## src/rtl/serial_subtractor.sv

```systemverilog
//------------------------------------------------------------------------------
// Module : serial_subtractor
// Brief  : Bit-serial unsigned subtractor (a_in - b_in), LSB first, one bit per
//          clock via a single full-subtractor cell and a borrow flop, with a
//          start/done handshake. Define SERIAL_SUB_SAT_EN to clamp underflowing
//          results to zero.
// Rev    : 1.0  initial release
//------------------------------------------------------------------------------
`default_nettype none

module serial_subtractor #(
  parameter int WIDTH = 8
) (
  input  logic             clk,
  input  logic             rst_n,
  input  logic             start,
  input  logic [WIDTH-1:0] a_in,
  input  logic [WIDTH-1:0] b_in,
  output logic             busy,
  output logic             done,
  output logic [WIDTH-1:0] diff,
  output logic             borrow
);

  localparam int CW = (WIDTH > 2) ? $clog2(WIDTH) : 1;
  localparam logic [CW-1:0] C_LAST = CW'(WIDTH - 1);

  localparam logic [1:0] S_IDLE  = 2'd0;
  localparam logic [1:0] S_SHIFT = 2'd1;
  localparam logic [1:0] S_DONE  = 2'd2;

  logic [1:0]       state_q, state_d;
  logic [WIDTH-1:0] a_sr_q, a_sr_d;
  logic [WIDTH-1:0] b_sr_q, b_sr_d;
  logic [WIDTH-1:0] d_sr_q, d_sr_d;
  logic [CW-1:0]    cnt_q, cnt_d;
  logic             br_q, br_d;
  logic [WIDTH-1:0] diff_q, diff_d;
  logic             borrow_q, borrow_d;

  logic             w_d;
  logic             w_br;
  logic [WIDTH-1:0] w_d_sr_next;

  // Full-subtractor cell on the current LSBs
  assign w_d         = a_sr_q[0] ^ b_sr_q[0] ^ br_q;
  assign w_br        = (~a_sr_q[0] & b_sr_q[0]) | (~(a_sr_q[0] ^ b_sr_q[0]) & br_q);
  assign w_d_sr_next = {w_d, d_sr_q[WIDTH-1:1]};

  always_comb begin
    state_d  = state_q;
    a_sr_d   = a_sr_q;
    b_sr_d   = b_sr_q;
    d_sr_d   = d_sr_q;
    cnt_d    = cnt_q;
    br_d     = br_q;
    diff_d   = diff_q;
    borrow_d = borrow_q;
    case (state_q)
      S_IDLE: begin
        if (start) begin
          state_d = S_SHIFT;
          a_sr_d  = a_in;
          b_sr_d  = b_in;
          d_sr_d  = '0;
          cnt_d   = '0;
          br_d    = 1'b0;
        end
      end
      S_SHIFT: begin
        a_sr_d = a_sr_q >> 1;
        b_sr_d = b_sr_q >> 1;
        d_sr_d = w_d_sr_next;
        br_d   = w_br;
        cnt_d  = cnt_q + CW'(1);
        if (cnt_q == C_LAST) begin
          state_d  = S_DONE;
          borrow_d = w_br;
`ifdef SERIAL_SUB_SAT_EN
          diff_d   = w_br ? '0 : w_d_sr_next;
`else
          diff_d   = w_d_sr_next;
`endif
        end
      end
      S_DONE:  state_d = S_IDLE;
      default: state_d = S_IDLE;
    endcase
  end

  always_ff @(posedge clk or negedge rst_n) begin
    if (!rst_n) begin
      state_q  <= S_IDLE;
      a_sr_q   <= '0;
      b_sr_q   <= '0;
      d_sr_q   <= '0;
      cnt_q    <= '0;
      br_q     <= 1'b0;
      diff_q   <= '0;
      borrow_q <= 1'b0;
    end else begin
      state_q  <= state_d;
      a_sr_q   <= a_sr_d;
      b_sr_q   <= b_sr_d;
      d_sr_q   <= d_sr_d;
      cnt_q    <= cnt_d;
      br_q     <= br_d;
      diff_q   <= diff_d;
      borrow_q <= borrow_d;
    end
  end

  assign busy   = (state_q == S_SHIFT);
  assign done   = (state_q == S_DONE);
  assign diff   = diff_q;
  assign borrow = borrow_q;

endmodule

`default_nettype wire

```

## config.mk

```make
export PLATFORM = sky130hd
export DESIGN_NAME = serial_subtractor
export DESIGN_NICKNAME = d
export VERILOG_FILES = /design/src/rtl/serial_subtractor.sv
export SDC_FILE = /design/constraint.sdc
export NUM_CORES = 1
export LEC_CHECK = 0
export BUFFER_PORTS_ARGS = -buffer_cell sky130_fd_sc_hd__clkbuf_2
export CAP_MARGIN = 20
export CORE_ASPECT_RATIO = 1.4
export CORE_MARGIN = 4
export CORE_UTILIZATION = 54
export DETAILED_ROUTE_END_ITERATION = 6
export GPL_TIMING_DRIVEN = 0
export PLACE_DENSITY = 0.78
export SLEW_MARGIN = 10
export SYNTH_ARGS = -nofsm -noshare
export SYNTH_HDL_FRONTEND = slang
export SYNTH_SLANG_ARGS = --single-unit
```

## constraint.sdc

```tcl
create_clock -name clk -period 1.9 [get_ports clk]
set_input_delay 0.285 -clock clk [delete_from_list [all_inputs] [get_ports clk]]
set_output_delay 0.285 -clock clk [all_outputs]
set_load 0.005 [all_outputs]
```

Yosys cells after proc, flatten, opt, wreduce, memory -nomap -nowiden:

Index checks and enable logic that the tools add are counted.

* add/subtract/negate cells: 1
* multiply operators: 0
* div/mod/pow operators: 0
* $lt $le $gt $ge: 0
* eq/ne operators: 5
* shift operators: 0
* mux-type cells: 13
* bitwise gates (word level): 7
* reductions and logical operators: 5

Operator list (number)
* $pmux W8 S2: 3
* $mux W8: 3
* $pmux W3 S2: 1
* $reduce_and A2 Y1: 3
* $mux W2: 2
* $pmux W2 S2: 1
* $add A3 B1 Y3 const B: 1
* $eq A3 B3 Y1 const B: 1
* $mux W3: 1
* $and A1 B1 Y1: 2
* $eq A2 B1 Y1 const B: 1
* $eq A2 B2 Y1 const B: 1
* $logic_not A2 Y1: 1
* $ne A2 B1 Y1 const B: 1
* $ne A2 B2 Y1 const B: 1
* $not A1 Y1: 2
* $pmux W1 S2: 1
* $reduce_bool A2 Y1: 1
* $xor A1 B1 Y1: 2
* $mux W1: 1
* $or A1 B1 Y1: 1

* register bits: 39
* latch bits: 0
* memory bits (writable): 0
* ROM bits: 0
* output and inout bits: 11
* word-level logic and storage cells: 39
* memories kept: 0

Logic depth before layout (Yosys ltp):

* word-level depth: 5
* depth in mapped cells: 6

Least setup slack after synthesis:

No wires, ideal clock.

* path type: register to register
* start: reg cnt_q[0]
* end: reg diff_q[1] (netlist: diff[1])
* library setup time: 125 ps
* arrival time: 1303 ps
* setup slack: 473 ps
* cell stages (with the launch flop): 6
* path buffers: 1
* period minus slack after synthesis: 1427 ps
* cells stage by stage: dfrtp_1 -> ha_1 -> ha_1 -> nand3b_4 -> buf_6 -> mux2_2

* word-level cells in the longest chain between the ends: 2

Ends and longest elaborated chain
* start: declaration: RTL line 36 `logic [CW-1:0] cnt_q, cnt_d;`
* start signal: assignment: RTL line 106 `cnt_q <= cnt_d;`
* $eq A3 B3 Y1: RTL line 76 `if (cnt_q == C_LAST) begin`
* $reduce_and A2 Y1 (no source line)
* end signal: assignment: RTL line 108 `diff_q <= diff_d;`
* end: declaration: RTL line 38 `logic [WIDTH-1:0] diff_q, diff_d;`

No other way between the ends.
A chain may end at the register's enable or synchronous reset.

Final worst setup path:

* start: reg state_q[1]
* end: out busy

* word-level cells in the longest chain between the ends: 1

Ends and longest elaborated chain
* start: declaration: RTL line 32 `logic [1:0] state_q, state_d;`
* start signal: assignment: RTL line 102 `state_q <= state_d;`
* $eq A2 B1 Y1: RTL line 113 `assign busy = (state_q == S_SHIFT);`
* end: declaration: RTL line 19 `output logic busy,`

No other way between the ends.

==> impl_metrics.yaml <==
run_status:
  outcome: "finished, final reports clean"
global_routing:
  grt_pass1_wl_um: 5750
  grt_start_max_net_pins: 39
  use_met1: 0.221
  overflow: 0
  antenna_found_initial: 0
  grtUsageMet2: 0.340
  grt_pass1_vias: 1272
  global_route.usage.met3: 0.0634
  busiest_layer: "met2"
  grt_use_total: 0.201
critical_path:
  r2r_start: "cnt_q[0]$_DFFE_PN0P_"
  critPathLaunch: "state_q[1]$_DFFE_PN0P_"
  max_stage_delay_ps: 460
  endpoint: "busy"
  r2r_slack_ps: 390
  worstPathCellList: "nand2b_1, buf_6, inv_2, clkbuf_2"
  slowest_stage: "dfrtp_1"
  r2r-end: "diff[3]$_DFFE_PN0P_"
  arrival_ps: 1370
  worstSetupPathType: "reg2out"
  crit_fanout: 10
  rr_worst_depth: 5
  endpoint_kind: "output port"
  cp-start-kind: "flip-flop"
  cp.required_ps: 1620
placed_design:
  hpwlAfterDp_um: 2480
  gp_congestion: 0.741
  place_ws_ps: 379
  postPlaceCellArea_mm2: 0.00182
  place_inst: 203
  port_buffers: 28
timing:
  maxSlewViolCount: 0
  setup_violations: 0
  finalCritPeriodShare: 0.873
  skew_ps: 5.00
  rsz0062_at_grt: "false"
  worst_slew_margin_rel: 0.398
  tightestPinTransition_ps: 903
  fin_crit_ps: 1660
  setup_tns_ps: 0
  finalHoldViolations: 0
  fmax_mhz: 603
  setup_ws_ps: 241
  holdWs_ps: 107
routing:
  routed_wl_um: 3430
  drtPass1Iterations: 4
  dr.first_iter.drc_count: 32
  drc: 0
  ant_nets: 0
  viasPerCell: 5.87
  wl_per_cell_um: 16.3
  dr_total_vias: 1238
floorplan:
  core_mm2: 0.00288
  dieWidth_um: 54.5
  std_cell_rows: 23
  dieArea_mm2: 0.00398
  die_h_um: 73.0
  num_io_pins: 30
  start_util: 0.567
clock_network:
  cts.sinks: 38
  clk_path_buf_depth: 2
  cts_resized: 0
  cts_made_buffers: 5
  clk_pin_slew_ps: 70
  cts_tree: "built"
  hold_buffers: 0
  htree_levels: 2
  root_buffer: "clkbuf_8"
  clk_latency_ps: 290
  post_cts_buffers: 0
synthesis:
  syn_nets: 160
  syn_area_per_cell_um2: 11.8
  synth_top_area_share: 0.583
  yosysUniqueCellTypes: 21
  ys_seq_area_frac: 0.583
  yosysTopAreaCell: "dfrtp_1"
  netlist_area_mm2: 0.00163
  synth-seq-cells: 38
  syn_inst: 138
  yosysWarnings: 0
  yosys-top-cells-area: "dfrtp_1 58%, o22ai_1 11%, a22o_1 4.8%"
layout:
  drive_gt1_frac: 0.310
  fin_area_mm2: 0.00193
  nets: 195
  final_cells: 211
  area_delta_synth_final_pct: 18.1
  num_antenna_cells: 0
  fin_util: 0.670
power_and_ir_drop:
  p_total_mw: 3.17
  power.leakage_nw: 0.932
  peakVddDrop_uv: 962
  power_density_mw_per_mm2: 1650
job:
  maxCapViolCount: 0
min_path:
  hp-class: "in2async"
[state kept, by name (all words and copies together) (netlist names)]
| register | count |
|---|---|
| b_sr_q | 8 |
| diff | 8 |
| a_sr_q | 8 |
| borrow | 1 |
| d_sr_q | 7 |
| state_q | 2 |
| br_q | 1 |
| cnt_q | 3 |
[worst max-delay path: cells and delay by family (launching register included)]
family,cells,cell delay [ps]
buffers and inverters,3,430
AND/OR/NAND/NOR,1,190
flip-flops,1,460
[worst min-delay path by stage]
stage	startpoint	endpoint	slack, ps	cells after the start
4_1_cts	rst_n	cnt_q[1]$_DFFE_PN0P_	130	1
6_report	rst_n	a_sr_q[6]$_DFFE_PN0P_	110	1
3_5_place_dp	rst_n	a_sr_q[6]$_DFFE_PN0P_	460	1
3_3_place_gp	rst_n	a_sr_q[5]$_DFFE_PN0P_	450	1
2_1_floorplan	rst_n	a_sr_q[0]$_DFFE_PN0P_	-10	0
5_1_grt	rst_n	a_sr_q[6]$_DFFE_PN0P_	180	1
[report_power, final]
group          total [mW]  internal [mW]  switching, mW
Combinational        1.08          0.535          0.549
Sequential           1.42           1.16          0.260
Clock               0.666          0.386          0.280
[layout by cell type (no fill, tap or decap), types with 2 or more instances in the layout]
cell and n:
dfrtp_1 38, o22ai_1 28, clkbuf_2 28, a21oi_1 15, a22o_1 9, o21ai_0 7, mux2_2 6, buf_2 5
inv_1 5, nand2_1 5, clkbuf_8 5, buf_6 4, nor2_1 3, nor2b_1 2, mux2_1 2, ha_1 2
clkinv_2 2
[cells in the mapped netlist (all sizes together)]
| cell | count |
|---|---|
| dfrtp | 38 |
| nand2 | 5 |
| inv | 6 |
| nand2b | 2 |
| ha | 2 |
| a22o | 9 |
| a21oi | 15 |
| fa | 1 |
| o21ai | 7 |
| nor2 | 3 |
| nor2b | 2 |
| buf | 10 |
| o21bai | 1 |
| nand3b | 1 |
| o22ai | 28 |
| mux2 | 8 |
[cell type report]
class                           instances  area (um2)
Sequential cell                        38         951
Fill cell                             244         951
Multi-Input combinational cell         84         584
Timing Repair Buffer                   28         140
Buffer                                 10        73.8
Clock buffer                            5        68.8
Tap cell                               37        46.3
Clock inverter                          3        40.0
Inverter                                6        22.5
[kinds of logic (layout without fill, tap and decap cells)]
family / after synthesis / in the layout / share of synthesized area
AO/OA/AOI/OAI: 60 / 60 / 0.228
adder cells (fa/ha/maj): 3 / 3 / 0.0276
buffers and inverters: 16 / 52 / 0.0590
flip-flops: 38 / 38 / 0.583
multiplexers: 8 / 8 / 0.0552
AND/OR/NAND/NOR: 13 / 13 / 0.0475
[layer usage]
| layer | up-vias | part of all wire |
|---|---|---|
| met5 | - | 0 |
| met4 | 0 | 0.0082 |
| met3 | 5 | 0.054 |
| met2 | 36 | 0.54 |
| met1 | 619 | 0.40 |
| li1 | 578 | - |
Power figures use the tool's default switching activity.
